`src/rtl/module_rca_accumulator.sv`:
```
// Multi-operand accumulator built around a single ripple-carry adder.
// A burst of operands is summed into a RCAWIDE-bit accumulator; each RCA
// carry-out bumps a COUNTW-bit extension so {carry_cnt, sum} is exact.
//
// state | meaning
// ------+----------------------------------------------------------
// IDLE  | waiting for start_i; no operand or result handshake
// ACCUM | accepting operands, remaining counts down to the last one
// DONE  | full-precision result held on the result port
module module_rca_accumulator #(
  parameter int RCAWIDE = 8,
  parameter int COUNTW  = 4
) (
  input  logic               clk_i,
  input  logic               rst_n_i,
  input  logic               start_i,
  input  logic [COUNTW-1:0]  num_ops_i,
  input  logic               op_valid_i,
  input  logic [RCAWIDE-1:0] op_data_i,
  output logic               op_ready_o,
  output logic               res_valid_o,
  input  logic               res_ready_i,
  output logic [RCAWIDE-1:0] sum_o,
  output logic [COUNTW-1:0]  carry_cnt_o,
  output logic               busy_o
);

  typedef enum logic [1:0] {
    IDLE  = 2'd0,
    ACCUM = 2'd1,
    DONE  = 2'd2
  } state_t;

  state_t              state_q, state_d;
  logic [RCAWIDE-1:0]  acc_q, acc_d;
  logic [COUNTW-1:0]   carry_cnt_q, carry_cnt_d;
  logic [COUNTW-1:0]   remaining_q, remaining_d;

  logic [RCAWIDE-1:0]  rca_sum;
  logic                rca_carry;
  logic                xfer;

  // The only wide adder on the accumulator path.
  module_ripple_carry_adder #(
    .RCAWIDE (RCAWIDE)
  ) u_rca (
    .a_i     (acc_q),
    .b_i     (op_data_i),
    .carry_i (1'b0),
    .sum_o   (rca_sum),
    .carry_o (rca_carry)
  );

  assign xfer = (state_q == ACCUM) && op_valid_i;

  // Next-state and datapath update; remaining is a down-counter whose
  // terminal value 1 marks the last operand of the burst.
  always_comb begin
    state_d     = state_q;
    acc_d       = acc_q;
    carry_cnt_d = carry_cnt_q;
    remaining_d = remaining_q;
    unique case (state_q)
      IDLE: begin
        if (start_i) begin
          acc_d       = '0;
          carry_cnt_d = '0;
          remaining_d = num_ops_i;
          state_d     = (num_ops_i == '0) ? DONE : ACCUM;
        end
      end
      ACCUM: begin
        if (xfer) begin
          acc_d       = rca_sum;
          // Narrow increment by 0 or 1; cannot wrap because at most
          // num_ops-1 carries occur in a burst.
          carry_cnt_d = carry_cnt_q + {{(COUNTW-1){1'b0}}, rca_carry};
          remaining_d = remaining_q - 1'b1;
          if (remaining_q == {{(COUNTW-1){1'b0}}, 1'b1}) state_d = DONE;
        end
      end
      DONE: begin
        if (res_ready_i) state_d = IDLE;
      end
      default: state_d = IDLE;
    endcase
  end

  // State and datapath registers with asynchronous abort.
  always_ff @(posedge clk_i or negedge rst_n_i) begin
    if (!rst_n_i) begin
      state_q     <= IDLE;
      acc_q       <= '0;
      carry_cnt_q <= '0;
      remaining_q <= '0;
    end else begin
      state_q     <= state_d;
      acc_q       <= acc_d;
      carry_cnt_q <= carry_cnt_d;
      remaining_q <= remaining_d;
    end
  end

  // Outputs come only from registers and state decode.
  assign op_ready_o  = (state_q == ACCUM);
  assign res_valid_o = (state_q == DONE);
  assign busy_o      = (state_q != IDLE);
  assign sum_o       = acc_q;
  assign carry_cnt_o = carry_cnt_q;

endmodule

// Plain ripple-carry adder: RCAWIDE chained full adders.
module module_ripple_carry_adder #(
  parameter int RCAWIDE = 8
) (
  input  logic [RCAWIDE-1:0] a_i,
  input  logic [RCAWIDE-1:0] b_i,
  input  logic               carry_i,
  output logic [RCAWIDE-1:0] sum_o,
  output logic               carry_o
);

  logic [RCAWIDE:0] c;

  assign c[0] = carry_i;

  // One full-adder stage per bit, carry rippling upward.
  for (genvar i = 0; i < RCAWIDE; i++) begin : g_fa
    assign sum_o[i] = a_i[i] ^ b_i[i] ^ c[i];
    assign c[i+1]   = (a_i[i] & b_i[i]) | (c[i] & (a_i[i] ^ b_i[i]));
  end

  assign carry_o = c[RCAWIDE];

endmodule

```
`config.mk`:
```
export PLATFORM = sky130hd
export DESIGN_NAME = module_rca_accumulator
export DESIGN_NICKNAME = d
export VERILOG_FILES = /design/src/rtl/module_rca_accumulator.sv
export SDC_FILE = /design/constraint.sdc
export NUM_CORES = 1
export LEC_CHECK = 0
export ABC_AREA = 1
export CAP_MARGIN = 25
export CORE_AREA = 2 2 54 56
export DETAILED_ROUTE_END_ITERATION = 6
export DIE_AREA = 0 0 56 58
export PLACE_DENSITY_LB_ADDON = 0.08
export SYNTH_ARGS = -nofsm -noshare
export SYNTH_HDL_FRONTEND = slang
export SYNTH_SLANG_ARGS = --single-unit
```
`constraint.sdc`:
```
create_clock -name clk_i -period 4.2 [get_ports clk_i]
set_input_delay 0.63 -clock clk_i [delete_from_list [all_inputs] [get_ports clk_i]]
set_output_delay 0.63 -clock clk_i [all_outputs]
set_load 0.02 [all_outputs]
```
==> results.json, run 1 <==
{
  "ys_ff_latch": 18,
  "core_sq_um": 2660,
  "crit_path_end_kind": "flop",
  "swShare": 0.462,
  "outcome": "completed",
  "pwr-share-seq": 0.309,
  "layout_common_cells": "nand2_1 (32), clkdlybuf4s50_1 (31), inv_1 (24)",
  "slew_violations": 0,
  "leakagePower_uw": 0.000732,
  "whs_endpoint": "remaining_q[3]$_DFFE_PN0P_",
  "netlist_area_sq_um": 1210,
  "reg2reg_from": "sum_o[0]$_DFFE_PN0P_",
  "hold_path.class": "reg2reg",
  "rows": 19,
  "holdPathStages": 2,
  "clock.fmax_mhz": 247,
  "r2r_cells": 15,
  "drt_wl_total_microns": 2410,
  "seq_area_frac_synth": 0.373,
  "grt_pass1_vias": 1022,
  "synth.distinct_cells": 26,
  "overflow": 0,
  "fillCellCount": 261,
  "area_delta_synth_final_pct": 29.1,
  "ioPinCount": 32,
  "place_hpwl_microns": 1920,
  "path_class": "in2reg",
  "cp_data_required_time_ps": 4420,
  "arrival_ps": 4270,
  "antenna_found_initial": 0,
  "setup_tns_ps": 0,
  "fin_worst_skew_ps": 5.45,
  "grt.total_usage": 0.172,
  "yosysWarnings": 0,
  "worst_slew_pin_slew_ps": 840,
  "syn_nets": 165,
  "ctsHtreeMaxLevel": 1,
  "crit_start": "op_data_i[0]",
  "cts_hold_buf": 0,
  "cts_buffer_depth": 2,
  "cts_tree": "yes",
  "dieArea_sq_um": 3250,
  "synth_cells": 136,
  "pwr-share-comb": 0.606,
  "cts_sinks": 18,
  "grt_pass1_wl_microns": 4380,
  "dr.pass1.iters": 4,
  "power.clock.fraction": 0.086,
  "fin_crit_sh": 0.963,
  "antenna_cells": 0,
  "critPathLaunchType": "input pin",
  "pwr_density_cell_nw_per_um2": 623,
  "hold_ws_ps": 530,
  "rsz0062_at_grt": "false",
  "num_vias": 981,
  "vdd_drop_max_mv": 0.426,
  "cap_violations": 0,
  "die_y_microns": 58,
  "drt_iter0_markers": 18,
  "syn_area_per_cell_sq_um": 8.87,
  "initial_core_util": 0.453,
  "r2r_setup_slack_ps": 550,
  "mostFrequentLayoutCell": "nand2_1",
  "final_net_count": 198,
  "place_congestion": 0.826,
  "drc": 0,
  "finalHoldViolCount": 0,
  "internal_power_uw": 522,
  "setup_violations": 0,
  "layout-drive-gt1-share": 0.144,
  "slew-limit-headroom": 0.438,
  "grt_max_degree": 19,
  "cts.clk_slew.worst_paths_ps": 100,
  "p_switching_uw": 449,
  "crit_fanout": 3,
  "final_core_util": 0.585,
  "clk_latency_ps": 280,
  "fin_crit_ps": 4040,
  "root_buffer": "clkbuf_4",
  "min-delay-start": "remaining_q[3]$_DFFE_PN0P_",
  "portBuffers": 31,
  "die_w_microns": 56,
  "cts_made_buffers": 3,
  "r2r_end": "carry_cnt_o[2]$_DFFE_PN0P_",
  "via_per_inst": 4.95,
  "post_drt_wl_per_cell_microns": 12.2,
  "final_antenna_net_count": 0
}
[state kept, by name (all words and copies together) (netlist names)]
name and count:
state_q 2, carry_cnt_o 4, remaining_q 4, sum_o 8
[cell usage after synthesis]
library cell  instances  area share
a21boi_0              1      0.0062
a21oi_1               2      0.0083
buf_6                 2       0.019
buf_8                 1       0.012
dfrtp_1              18        0.37
fa_1                  7        0.12
ha_1                  5       0.052
inv_1                25       0.078
inv_2                 2      0.0062
nand2_1              32        0.10
nand2_4               1      0.0093
nand3_1              10       0.041
nand3_2               1      0.0083
nand3_4               2       0.029
nand3b_1              2       0.012
nand4_1               1      0.0052
nor2_1                7       0.022
nor2_2                1      0.0052
nor2_4                1      0.0093
o211ai_1              1      0.0062
o211ai_2              1       0.010
o21ai_0               2      0.0083
o21ai_1               1      0.0041
o21ai_2               3       0.022
o22ai_1               6       0.031
or2_2                 1      0.0052
[worst max path at each step]
stage | to | cells past startpoint
CTS | carry_cnt_o[2]$_DFFE_PN0P_ | 16
finish | carry_cnt_o[2]$_DFFE_PN0P_ | 16
detailed placement | carry_cnt_o[2]$_DFFE_PN0P_ | 16
global route | carry_cnt_o[2]$_DFFE_PN0P_ | 16
floorplan | carry_cnt_o[2]$_DFFE_PN0P_ | 15
global placement | carry_cnt_o[2]$_DFFE_PN0P_ | 16
[final cells by class]
type | count | area, sq um | share of cell area
repair buffers | 31 | 310 | 0.199
multi-input cells | 88 | 634 | 0.407
well taps | 31 | 38.8 | 0.0249
flip-flops and latches | 18 | 450 | 0.289
clock buffers | 3 | 22.5 | 0.0145
inverters | 27 | 101 | 0.0651
[logic make-up (layout without fill, tap and decap cells)]
| family | after synthesis | after routing | synth area share |
|---|---|---|---|
| AO/OA/AOI/OAI | 17 | 17 | 0.0965 |
| adder cells (fa/ha/maj) | 12 | 12 | 0.168 |
| buffers and inverters | 30 | 61 | 0.115 |
| flip-flops | 18 | 18 | 0.373 |
| AND/OR/NAND/NOR | 59 | 59 | 0.247 |
[through the flow]
| stage | setup slack [ps] | power, uW | std cells | area, sq um |
|---|---|---|---|---|
| 2_1_floorplan | 264 | 721 | 136 | 1210 |
| 3_3_place_gp | -295 | 872 | 195 | 1520 |
| 3_5_place_dp | -424 | 892 | 195 | 1520 |
| 4_1_cts | 26.5 | 983 | 198 | 1550 |
| 5_1_grt | 11.2 | 1070 | 198 | 1560 |
| 6_report | 157 | 970 | 198 | 1560 |
[timing repair]
action | 4_1_cts | 5_1_grt
cloned | 0 | 0
endpoints found under the setup margin | 2 | 2
pin swaps | 0 | 1
setup buffers | 0 | 0
gates resized for setup | 4 | 4
[power groups by stage]
stage	Sequential, uW	Combinational (uW)	Clock [uW]
after detailed placement	303	589	0
after CTS	300	595	87.7
after floorplan	337	384	0
after global placement	299	572	0
final	299	588	83.0
after global routing	310	664	96.3
[critical path, stage by stage]
cell             delay, ps
clkdlybuf4s50_1        460
ha_1                   140
inv_1                   50
fa_1                   380
fa_2                   350
fa_2                   350
fa_2                   340
fa_2                   340
fa_2                   350
inv_2                   60
fa_2                   180
ha_2                   180
ha_1                   150
or2_2                  110
nand3_1                 70
o21ai_2                130
[per-layer routing]
metal	global-route usage	share of wire	wire [microns]	vias to the layer above
li1	-	-	-	493
met1	0.220	0.46	1120	466
met2	0.297	0.49	1190	20
met3	0.0357	0.037	90	2
met4	0.0510	0.0050	12	0
met5	0	0	0	-
Power figures use the tool's default switching activity.
==> inputs of run 2 (changes only) <==
==> constraint.sdc (replaced) <==
create_clock -name clk_i -period 4.2 [get_ports clk_i]
set_input_delay 1.26 -clock clk_i [delete_from_list [all_inputs] [get_ports clk_i]]
set_output_delay 1.26 -clock clk_i [all_outputs]
set_load 0.02 [all_outputs]
==> results.json, run 2 (synthesis gave the netlist of run 1 again) <==
{
  "path_cells": "clkdlybuf4s50_1, inv_1, fa_2, fa_2, fa_2, fa_2, fa_2, inv_2, fa_2, ha_4, ha_4, or2_4, nand3_2, o21ai_2",
  "reg2reg_from": "sum_o[0]$_DFFE_PN0P_",
  "cap_violations": 0,
  "path_class": "in2reg",
  "cts_tree": "yes",
  "grt_max_degree": 19,
  "cts_sinks": 18,
  "fin_crit_ps": 4130,
  "critPathLaunchType": "input pin",
  "final_antenna_net_count": 0,
  "dr.pass1.iters": 4,
  "fin_worst_skew_ps": 0.802,
  "swShare": 0.459,
  "clk_latency_ps": 290,
  "crit_buf_inv": 3,
  "multi_input_area_sq_um": 684,
  "slowest_stage": "clkdlybuf4s50_1",
  "die_w_microns": 56,
  "grt.total_usage": 0.180,
  "place_inst": 195,
  "grt_pass1_wl_microns": 4650,
  "crit_start": "op_data_i[2]",
  "ff_latch_area_sq_um": 450,
  "p_switching_uw": 467,
  "hold_path.class": "reg2reg",
  "critPathMaxStageDelay_ps": 460,
  "drc": 0,
  "pwr-share-comb": 0.591,
  "pwr_density_cell_nw_per_um2": 626,
  "antenna_cells": 0,
  "fin_crit_sh": 0.983,
  "root_buffer": "clkbuf_4",
  "final_core_util": 0.610,
  "cp_data_required_time_ps": 4430,
  "final_cell_count_no_fill": 200,
  "crit_fanout": 3,
  "initial_core_util": 0.453,
  "cts.clk_slew.worst_paths_ps": 110,
  "ioPinCount": 32,
  "layout-drive-gt1-share": 0.207,
  "area_delta_synth_final_pct": 34.8,
  "largest_register_ffs": 8,
  "layout_common_cells": "nand2_1 (32), clkdlybuf4s50_1 (29), inv_1 (22)",
  "slew-limit-headroom": 0.418,
  "worst_slew_pin_slew_ps": 870,
  "cp_top_family": "adder cells",
  "place_hpwl_microns": 1860,
  "cts_buffer_depth": 2,
  "dieArea_sq_um": 3250,
  "cts_hold_buf": 0,
  "drt_iter0_markers": 29,
  "clock.fmax_mhz": 242,
  "power.clock.fraction": 0.109,
  "drt_wl_total_microns": 2490,
  "outcome": "completed",
  "min-delay-start": "remaining_q[3]$_DFFE_PN0P_",
  "arrival_ps": 4360,
  "cpMostUsedCell": "fa_2",
  "vdd_drop_max_mv": 0.366,
  "ctsHtreeMaxLevel": 1,
  "slew_violations": 0,
  "internal_power_uw": 551,
  "cts_made_buffers": 3,
  "pwr-share-seq": 0.300,
  "mostFrequentLayoutCell": "nand2_1",
  "finalHoldViolCount": 0,
  "grt_pass1_vias": 1067,
  "antenna_found_initial": 0,
  "num_vias": 993,
  "post_drt_wl_per_cell_microns": 12.4,
  "fillCellCount": 256,
  "portBuffers": 31,
  "place_congestion": 0.762,
  "crit_path_end_kind": "flop",
  "core_sq_um": 2660,
  "final_net_count": 199,
  "die_y_microns": 58,
  "leakagePower_uw": 0.000742,
  "setup_violations": 0,
  "overflow": 0,
  "rows": 19,
  "via_per_inst": 4.97
}
-- run 2: repair_timing --
action / CTS / global route
resized for setup: 8 / 3
buffers inserted: 0 / 1
setup endpoints to repair: 5 / 5
pin swaps: 13 / 9
-- run 2: metal layers --
layer | wire length (microns) | share of wire | GRT usage
met3 | 117 | 0.047 | 0.0268
met2 | 1220 | 0.49 | 0.316
met4 | 22 | 0.0088 | 0.0612
met1 | 1130 | 0.46 | 0.228
met5 | 0 | 0 | 0
-- run 2: area by class of cell --
cell class	count	area share
inverters	27	0.0624
multi-input cells	88	0.421
clock buffers	4	0.0223
flip-flops and latches	18	0.277
well taps	31	0.0239
repair buffers	32	0.193
-- run 2: tightest hold or removal path, delay by kind of cell, from the launching register on --
kind          cells  cell delay [ps]
flops             1              390
simple gates      2              120
-- run 2: final timing paths --
check	depth (start not counted)	slack, ps	end
max	14	70	carry_cnt_o[2]$_DFFE_PN0P_
min	2	540	remaining_q[3]$_DFFE_PN0P_
max reg2reg	15	660	carry_cnt_o[2]$_DFFE_PN0P_
min reg2reg	2	540	remaining_q[3]$_DFFE_PN0P_
max in group asynchronous	1	2220	remaining_q[1]$_DFFE_PN0P_
min in group asynchronous	1	1450	sum_o[2]$_DFFE_PN0P_
-- run 2: stage by stage --
step / area (sq um) / power, uW / setup WS (ps) / hold WS (ps) / TNS (ps)
after global placement: 1580 / 900 / -669 / 510 / -3050
after detailed placement: 1580 / 915 / -746 / 517 / -3340
after floorplan: 1270 / 749 / -83.9 / 484 / -99.5
after CTS: 1620 / 1040 / -214 / 546 / -602
final: 1630 / 1020 / 71.9 / 540 / 0
after global routing: 1630 / 1120 / -1.39 / 572 / -1.39
-- run 2: power groups by stage --
stage | Combinational, uW | Clock (uW) | Sequential, uW
after floorplan | 406 | 0 | 343
after global placement | 595 | 0 | 305
after detailed placement | 606 | 0 | 309
after CTS | 618 | 116 | 305
after global routing | 685 | 123 | 314
final | 602 | 111 | 305
